<file path="src/rtl/dpram_pkg.sv">
`default_nettype none
// ============================================================================
// Module      : dpram_pkg
// Description : Shared constants and types for the dual-port RAM slice.
// Revision    : 1.0 - initial release
// ============================================================================
package dpram_pkg;

  localparam int DPRAM_DATA_W = 128;
  localparam int DPRAM_ADDR_W = 3;

  typedef logic [DPRAM_DATA_W-1:0] dpram_word_t;
  typedef logic [DPRAM_ADDR_W-1:0] dpram_addr_t;

endpackage : dpram_pkg
`default_nettype wire

</file>
<file path="src/rtl/dualport_ram_if.sv">
`default_nettype none
// ============================================================================
// Module      : dualport_ram_if
// Description : Two-client bus bundle for the dual-port RAM. The master
//               drives addresses, write enables and write data; the slave
//               (the RAM) returns the registered read data.
// Revision    : 1.0 - initial release
// ============================================================================
interface dualport_ram_if
  import dpram_pkg::*;
#(
  parameter int DATA_W = DPRAM_DATA_W,
  parameter int ADDR_W = DPRAM_ADDR_W
);

  logic [DATA_W-1:0] data_in_a;
  logic              wr_en_a;
  logic [ADDR_W-1:0] addr_a;
  logic [DATA_W-1:0] data_in_b;
  logic              wr_en_b;
  logic [ADDR_W-1:0] addr_b;
  logic [DATA_W-1:0] data_out_a;
  logic [DATA_W-1:0] data_out_b;

  modport master (
    output data_in_a, wr_en_a, addr_a,
    output data_in_b, wr_en_b, addr_b,
    input  data_out_a, data_out_b
  );

  modport slave (
    input  data_in_a, wr_en_a, addr_a,
    input  data_in_b, wr_en_b, addr_b,
    output data_out_a, data_out_b
  );

endinterface : dualport_ram_if
`default_nettype wire

</file>
<file path="src/rtl/dpram_wr_arbiter.sv">
`default_nettype none
// ============================================================================
// Module      : dpram_wr_arbiter
// Description : Combinational write resolution for the dual-port RAM.
//               Computes each entry's next value (port B beats port A on a
//               same-address collision) and the write-first read data for
//               both ports, which covers write-through and cross-port
//               forwarding in one place.
// Revision    : 1.0 - initial release
// ============================================================================
module dpram_wr_arbiter
  import dpram_pkg::*;
#(
  parameter int DATA_W = DPRAM_DATA_W,
  parameter int ADDR_W = DPRAM_ADDR_W,
  parameter int DEPTH  = 2**ADDR_W
) (
  input  wire logic [DEPTH-1:0][DATA_W-1:0] i_mem,
  input  wire logic                         i_wr_en_a,
  input  wire logic [ADDR_W-1:0]            i_addr_a,
  input  wire logic [DATA_W-1:0]            i_data_a,
  input  wire logic                         i_wr_en_b,
  input  wire logic [ADDR_W-1:0]            i_addr_b,
  input  wire logic [DATA_W-1:0]            i_data_b,
  output logic      [DEPTH-1:0][DATA_W-1:0] o_mem_next,
  output logic      [DATA_W-1:0]            o_rd_a,
  output logic      [DATA_W-1:0]            o_rd_b
);

  logic [DEPTH-1:0][DATA_W-1:0] w_mem_next;

  // Per-entry next value: B is tested first so it wins a collision.
  for (genvar gi = 0; gi < DEPTH; gi++) begin : g_entry
    logic w_hit_a;
    logic w_hit_b;
    assign w_hit_a = i_wr_en_a && (i_addr_a == ADDR_W'(gi));
    assign w_hit_b = i_wr_en_b && (i_addr_b == ADDR_W'(gi));
    assign w_mem_next[gi] = w_hit_b ? i_data_b :
                            w_hit_a ? i_data_a :
                                      i_mem[gi];
  end

  // Reads see this cycle's writes already applied (write-first).
  assign o_mem_next = w_mem_next;
  assign o_rd_a     = w_mem_next[i_addr_a];
  assign o_rd_b     = w_mem_next[i_addr_b];

endmodule : dpram_wr_arbiter
`default_nettype wire

</file>
<file path="src/rtl/dualport_ram.sv">
`default_nettype none
// ============================================================================
// Module      : dualport_ram
// Description : True dual-port synchronous RAM built from flops, with
//               registered read outputs. Holds the storage array and the
//               output registers; write arbitration lives in the arbiter.
// Revision    : 1.0 - initial release
// ============================================================================
module dualport_ram
  import dpram_pkg::*;
#(
  parameter int DATA_W = DPRAM_DATA_W,
  parameter int ADDR_W = DPRAM_ADDR_W
) (
  input  wire logic        clk,
  input  wire logic        rst,
  dualport_ram_if.slave    bus
);

  localparam int DEPTH = 2**ADDR_W;

  logic [DEPTH-1:0][DATA_W-1:0] r_mem;
  logic [DATA_W-1:0]            r_dout_a;
  logic [DATA_W-1:0]            r_dout_b;
  logic [DEPTH-1:0][DATA_W-1:0] w_mem_next;
  logic [DATA_W-1:0]            w_rd_a;
  logic [DATA_W-1:0]            w_rd_b;

  dpram_wr_arbiter #(
    .DATA_W (DATA_W),
    .ADDR_W (ADDR_W),
    .DEPTH  (DEPTH)
  ) u_arb (
    .i_mem      (r_mem),
    .i_wr_en_a  (bus.wr_en_a),
    .i_addr_a   (bus.addr_a),
    .i_data_a   (bus.data_in_a),
    .i_wr_en_b  (bus.wr_en_b),
    .i_addr_b   (bus.addr_b),
    .i_data_b   (bus.data_in_b),
    .o_mem_next (w_mem_next),
    .o_rd_a     (w_rd_a),
    .o_rd_b     (w_rd_b)
  );

  // Storage and read registers; reset clears everything and drops writes.
  always_ff @(posedge clk) begin
    if (rst) begin
      r_mem    <= '0;
      r_dout_a <= '0;
      r_dout_b <= '0;
    end else begin
      r_mem    <= w_mem_next;
      r_dout_a <= w_rd_a;
      r_dout_b <= w_rd_b;
    end
  end

  assign bus.data_out_a = r_dout_a;
  assign bus.data_out_b = r_dout_b;

endmodule : dualport_ram
`default_nettype wire

</file>
<file path="src/flat_wrapper.sv">
// flat-port wrapper written by rule: the top's interface ports become plain ports
module dualport_ram_flat import dpram_pkg::*;
#(
  parameter int DATA_W = DPRAM_DATA_W,
  parameter int ADDR_W = DPRAM_ADDR_W
)
  (clk, rst, bus_data_in_a, bus_wr_en_a, bus_addr_a, bus_data_in_b, bus_wr_en_b, bus_addr_b, bus_data_out_a, bus_data_out_b);
  dualport_ram_if #(.DATA_W(DATA_W), .ADDR_W(ADDR_W)) bus_i ();
  input  wire logic clk;
  input  wire logic rst;
  input wire logic [$bits(bus_i.data_in_a)-1:0] bus_data_in_a;
  input wire logic [$bits(bus_i.wr_en_a)-1:0] bus_wr_en_a;
  input wire logic [$bits(bus_i.addr_a)-1:0] bus_addr_a;
  input wire logic [$bits(bus_i.data_in_b)-1:0] bus_data_in_b;
  input wire logic [$bits(bus_i.wr_en_b)-1:0] bus_wr_en_b;
  input wire logic [$bits(bus_i.addr_b)-1:0] bus_addr_b;
  output wire logic [$bits(bus_i.data_out_a)-1:0] bus_data_out_a;
  output wire logic [$bits(bus_i.data_out_b)-1:0] bus_data_out_b;
  assign bus_i.data_in_a = bus_data_in_a;
  assign bus_i.wr_en_a = bus_wr_en_a;
  assign bus_i.addr_a = bus_addr_a;
  assign bus_i.data_in_b = bus_data_in_b;
  assign bus_i.wr_en_b = bus_wr_en_b;
  assign bus_i.addr_b = bus_addr_b;
  assign bus_data_out_a = bus_i.data_out_a;
  assign bus_data_out_b = bus_i.data_out_b;
  dualport_ram #(.DATA_W(DATA_W), .ADDR_W(ADDR_W)) u_core (.clk(clk), .rst(rst), .bus(bus_i));
endmodule
</file>
<file path="config.mk">
export PLATFORM = sky130hd
export DESIGN_NAME = dualport_ram_flat
export DESIGN_NICKNAME = d
export VERILOG_FILES = /design/src/rtl/dpram_pkg.sv /design/src/rtl/dualport_ram_if.sv /design/src/rtl/dpram_wr_arbiter.sv /design/src/rtl/dualport_ram.sv /design/src/flat_wrapper.sv
export SDC_FILE = /design/constraint.sdc
export NUM_CORES = 2
export LEC_CHECK = 0
export BUFFER_PORTS_ARGS = -buffer_cell sky130_fd_sc_hd__buf_2
export CAP_MARGIN = 15
export CORE_ASPECT_RATIO = 1.5
export CORE_UTILIZATION = 55
export CTS_BUF_LIST = sky130_fd_sc_hd__clkbuf_4 sky130_fd_sc_hd__clkbuf_8 sky130_fd_sc_hd__clkbuf_16
export CTS_CLUSTER_SIZE = 25
export DETAILED_ROUTE_END_ITERATION = 10
export PLACE_DENSITY = 0.74
export SYNTH_ARGS = -nofsm -noshare
export SYNTH_HDL_FRONTEND = slang
export SYNTH_SLANG_ARGS = --single-unit
export TNS_END_PERCENT = 30
</file>
<file path="constraint.sdc">
create_clock -name clk -period 5.6 [get_ports clk]
set_input_delay 0.28 -clock clk [delete_from_list [all_inputs] [get_ports clk]]
set_output_delay 0.28 -clock clk [all_outputs]
set_load 0.03 [all_outputs]
</file>
Yosys cells after proc, flatten, opt, wreduce, memory -nomap -nowiden
Cells that the tools add are included.
{"block": "word_totals", "regBits": 1280, "latchBits": 0, "ramBits": 0, "romBits": 0, "in_bits": 266, "wordCells": 64, "memories": 0}
{"block": "classes", "n_addsub": 0, "multipliers": 0, "div": 0, "n_lt_le_gt_ge": 2, "n_eq_ne": 14, "shift": 0, "n_mux": 20, "n_bitwise": 0, "n_reduce_logical": 18}
{"operator": "2-to-1 mux 128 bit", "count": 18}
{"operator": "binary-select mux 128 bit (select 3 bit)", "count": 2}
{"operator": "== test 3 bit (second input constant)", "count": 8}
{"operator": "logical AND 1 bit", "count": 16}
{"operator": "== test 3 x 2 -> 1 bit (second input constant)", "count": 4}
{"operator": "less-than comparator 3 x 4 -> 1 bit (second input constant)", "count": 2}
{"operator": "== test 3 x 1 -> 1 bit (second input constant)", "count": 2}
{"operator": "logical NOT 3 bit", "count": 2}

Logic depth before layout (Yosys ltp)
{"block": "depth", "depth_word": 6, "ltp_mapped": 11, "ltp_nobuf": 6}

Hierarchy
Synthesis repeated with hierarchy kept, for this count alone.
{"block": "hier_totals", "hier_cells": 8842, "hier_area_um2": 73240.2}
{"module": "dpram_wr_arbiter", "instances": 1, "cells_per_inst": 6140, "area_each_um2": 38509.4, "seq_area_each_um2": 0.0}
{"module": "dualport_ram", "instances": 1, "cells_per_inst": 2702, "area_each_um2": 34730.8, "seq_area_each_um2": 25624.6}

Worst setup path before layout
OpenSTA, ideal clock, no wires.
{"block": "synth_timing", "path_type": "input -> register", "from": "input port bus_addr_a[1]", "to": "register u_core.r_dout_b[13] (netlist: u_core.bus.data_out_b[13])", "setup_time_ns": 0.115, "arrival_ns": 2.159, "path_slack_ns": 3.326, "path_stages": 9, "n_path_buf": 3, "path_cell_list": "buf_4 -> nor4b_4 -> buf_4 -> buf_2 -> mux2i_1 -> a211oi_1 -> a2111oi_0 -> o21ai_0 -> o21a_1"}
{"block": "synth_between", "elab_chain_len": 6, "word_cells_on_any_way": 34}
{"item": "from (decl)", "line": "flat_wrapper.sv:13", "text": "input wire logic [$bits(bus_i.addr_a)-1:0] bus_addr_a;"}
{"item": "== test 3 x 1 -> 1 bit, or another cell as far along", "line": "dpram_wr_arbiter.sv:36", "text": "assign w_hit_a = i_wr_en_a && (i_addr_a == ADDR_W'(gi));"}
{"item": "logical AND 1 bit", "line": "dpram_wr_arbiter.sv:36"}
{"item": "2-to-1 mux 128 bit", "line": "dpram_wr_arbiter.sv:39", "text": "w_hit_a ? i_data_a :"}
{"item": "2-to-1 mux 128 bit", "line": "dpram_wr_arbiter.sv:38", "text": "assign w_mem_next[gi] = w_hit_b ? i_data_b :"}
{"item": "binary-select mux 128 bit (select 3 bit) *", "line": "dpram_wr_arbiter.sv:46", "text": "assign o_rd_b = w_mem_next[i_addr_b];"}
{"item": "2-to-1 mux 128 bit (implied by the code) *", "line": "dpram_wr_arbiter.sv:46"}
{"item": "to (signal assigned)", "line": "dualport_ram.sv:55", "text": "r_dout_b <= w_rd_b;"}
{"item": "to (decl)", "line": "dualport_ram.sv:24", "text": "logic [DATA_W-1:0] r_dout_b;"}
Mark *: on every way between the ends. The rest lies on a longest branch, timed or not. The select of a mux whose other input is x is not followed.
A chain may end at the register's enable or synchronous reset.

Worst setup path after layout
{"block": "layout_timing", "from": "input port bus_addr_a[1]", "to": "register u_core.r_dout_a[55] (netlist: u_core.bus.data_out_a[55])"}
{"block": "layout_between", "elab_chain_len": 6, "word_cells_on_any_way": 34}
{"item": "== test 3 x 1 -> 1 bit, or another cell as far along", "line": "dpram_wr_arbiter.sv:36"}
{"item": "logical AND 1 bit", "line": "dpram_wr_arbiter.sv:36"}
{"item": "2-to-1 mux 128 bit", "line": "dpram_wr_arbiter.sv:39"}
{"item": "2-to-1 mux 128 bit", "line": "dpram_wr_arbiter.sv:38"}
{"item": "binary-select mux 128 bit (select 3 bit) *", "line": "dpram_wr_arbiter.sv:45", "text": "assign o_rd_a = w_mem_next[i_addr_a];"}
{"item": "2-to-1 mux 128 bit (implied by the code) *", "line": "dpram_wr_arbiter.sv:45"}
{"item": "to (signal assigned)", "line": "dualport_ram.sv:54", "text": "r_dout_a <= w_rd_a;"}
{"item": "to (decl)", "line": "dualport_ram.sv:23", "text": "logic [DATA_W-1:0] r_dout_a;"}
Marked as above.

==> impl_metrics.tcl <==
set metrics [dict create \
    synth_simple_gate_area_share_pct 21.55 \
    tritoncts "built" \
    final_common_cell "nor2_1" \
    die_h_um 446.6 \
    yosys_warnings 0 \
    antenna_found_initial 55 \
    dieArea_sq_um 133300 \
    portBuffers 521 \
    route.top_layer_used "met5" \
    cts_buffer_depth 3 \
    p_per_area_nw_per_um2 286.1 \
    synth_top_area_share_pct 35.36 \
    relSlewSlack_pct 8.331 \
    synthAdderAreaFrac_pct 0 \
    wl_met2_mm 131.1 \
    synth_compound_area_share_pct 21.11 \
    hold_viol 0 \
    firstDrtPassIters 11 \
    post-route-min-period_ns 3.459 \
    syn_area_sq_um 72470 \
    crit_type "in -> reg" \
    maxCapViolations 0 \
    rows 162 \
    max_freq_mhz 289.1 \
    synth_cells 9201 \
    ys.flop_type "dfxtp_1" \
    hold_end "u_core.r_mem[392]" \
    die_w_um 298.4 \
    worstHoldStart "bus_data_in_a[8]" \
    synth_edf_count 0 \
    synth-seq-area-share_pct 35.36 \
    initial_core_util_pct 55.61 \
    worst_hold_slack_ns 0.02989 \
    layout-drive-gt1-share_pct 15.19 \
    final_cells 11120 \
    rr_endpoint "u_core.bus.data_out_a[126]" \
    cts.sinks 1280 \
    drt-wirelength-per-cell_um 28.13 \
    final_nets 9536 \
    drv_slew 0 \
    yosys-top-cells-area "dfxtp_1 35%, mux2i_1 10%, nor2_1 7.8%" \
    hpwl_mm 181.9 \
    setup_ws_ns 2.141 \
    met1Wirelength_mm 109.0 \
    grt_pass1_vias 75180 \
    core-area_sq_um 130300 \
    clk_pin_slew_ns 0.07 \
    route.detailed.drc 3 \
    finalSetupViolCount 0 \
    synth_top_area_cell "dfxtp_1" \
    synthXorXnorAreaFrac_pct 0.02417 \
    status "finished with violations" \
    drt-total-wl_mm 312.7 \
    ir_drop_v 0.0003404 \
    postRouteAntennaNets 0 \
    failed_checks "design-rule violations" \
    final_area_sq_um 82220 \
    ys_types 83 \
    synth_seq_cells 1280 \
    r2r_cells 5 \
    first_iter_violations 12150 \
    synthArstFlopShare_pct 0 \
    finalSetupTns_ns 0 \
    cts_resized 0 \
    tightest_slew_ns 1.370 \
    vias 78520 \
    place_area_sq_um 75170 \
    post_drt_via_cell_ratio 7.063 \
    grt_max_degree 194 \
    grtUsageTotal_pct 44.73 \
    hp-class "in -> reg" \
    place.gp.congestion 0.9395 \
    avgSynthCellArea_sq_um 7.877 \
    most-common-layout-cells "1492 x nor2_1, 1280 x dfxtp_1, 742 x nor3_1, 739 x mux2i_1, 582 x nand2_1" \
    place_ws_ns 1.700 \
    synth_top_family_by_area "simple AND/OR/NAND/NOR gates" \
    clk_latency_ns 0.82 \
    rr_startpoint "u_core.r_mem[766]" \
    worstSetupStartpointType "input pin" \
    grt_overflow 0 \
    end_kind "flip-flop" \
    ios 522 \
    synth_nets 9467 \
    syn_to_final_growth_pct 13.45 \
    place_inst 10610 \
    worstPathMaxFanout 48 \
    fin_worst_skew_ns 0.03666 \
    regToRegSetupSlack_ns 3.95 \
    min_delay_path_depth 4 \
    cts_buffers 132 \
    worstPathRequired_ns 6.25 \
    worstPathArrival_ns 4.11 \
    htree_levels 4 \
    grt_pass1_wl_mm 459.1 \
    muxShareOfSynthArea_pct 16.03 \
    met3_length_mm 43.71 \
    fin_crit_sh_pct 61.78 \
    rsz0062_at_grt "no" \
    root_buffer "clkbuf_16" \
    p_leak_nw 34.89 \
]
==> cell usage after synthesis (all sizes together), types with 28 or more instances <==
library cell	number
buf	302
o32ai	53
nor4	105
a21o	28
nor2b	30
a221oi	61
o22ai	112
a31oi	88
a311oi	63
nand2	587
nor3	742
nand3	80
clkbuf	714
a21oi	466
a22oi	32
o211ai	128
mux2	370
and2	267
and3	58
nor2	1507
a211o	39
dfxtp	1280
nand2b	49
o211a	30
a211oi	415
a31o	45
o21ai	486
mux2i	741
==> logic make-up (layout without fill, tap and decap cells) <==
logic type             after synthesis  in the layout
AO/OA/AOI/OAI                     2288           2288
XOR/XNOR                             2              2
buffers and inverters             1042           1209
flip-flops                        1280           1280
multiplexers                      1111           1111
other                                0             27
AND/OR/NAND/NOR                   3478           3478
==> critical path, cell delays in order <==
cell and delay [ns]:
buf_2 0.80, nand4_4 0.90, buf_4 0.70, mux2_2 0.46, mux2i_1 0.22, o21ai_0 0.14, nor4_1 0.36, nor3_1 0.08
==> flip-flops by register name, summed over array words and instances, names as in the netlist <==
register / count
u_core.r_mem: 1024
u_core.bus.data_out_b: 128
u_core.bus.data_out_a: 128
==> per-layer routing <==
layer | vias to the layer above | global-route usage (%)
met5 | - | 0
met4 | 54 | 36.17
met3 | 1958 | 12.73
met2 | 6540 | 66.84
met1 | 36570 | 53.49
li1 | 33390 | -
==> cell type report <==
type,instances,area (sq um)
fillers,11250,48110
diodes,27,67.56
multi-input cells,6879,42910
inverters,26,110.1
repair buffers,951,6910
flip-flops and latches,1280,25620
well taps,1722,2155
clock buffers,193,4016
clock inverters,39,430.4
==> worst max-delay path by stage <==
stage,from,endpoint,slack [ns],cells after the start
finish,bus_addr_a[1],u_core.bus.data_out_a[55],2.14,8
CTS,bus_addr_a[1],u_core.bus.data_out_a[124],2.51,8
global route,bus_addr_a[1],u_core.bus.data_out_a[74],2.16,8
detailed placement,bus_addr_a[1],u_core.bus.data_out_b[79],1.70,8
global placement,bus_addr_a[1],u_core.bus.data_out_b[72],1.76,8
floorplan,bus_addr_a[1],u_core.bus.data_out_b[13],3.33,9
==> repair_timing <==
item / CTS / global route
hold endpoints to repair: 947 / 0
buffers inserted: 0 / 0
setup endpoints to repair: 0 / 0
hold buffers: 253 / 0
==> metrics by stage <==
step	utilization (%)	power, mW
floorplan	-	12.65
global placement	57.67	13.97
detailed placement	57.68	14.04
CTS	63.03	23.28
global route	63.06	24.07
finish	63.08	23.53
==> where the power goes <==
part,switching (mW),total [mW],internal (mW)
clock network,4.02,9.29,5.27
registers,0.221,9.82,9.59
logic,2.98,4.42,1.43
Power figures use the tool's default switching activity.
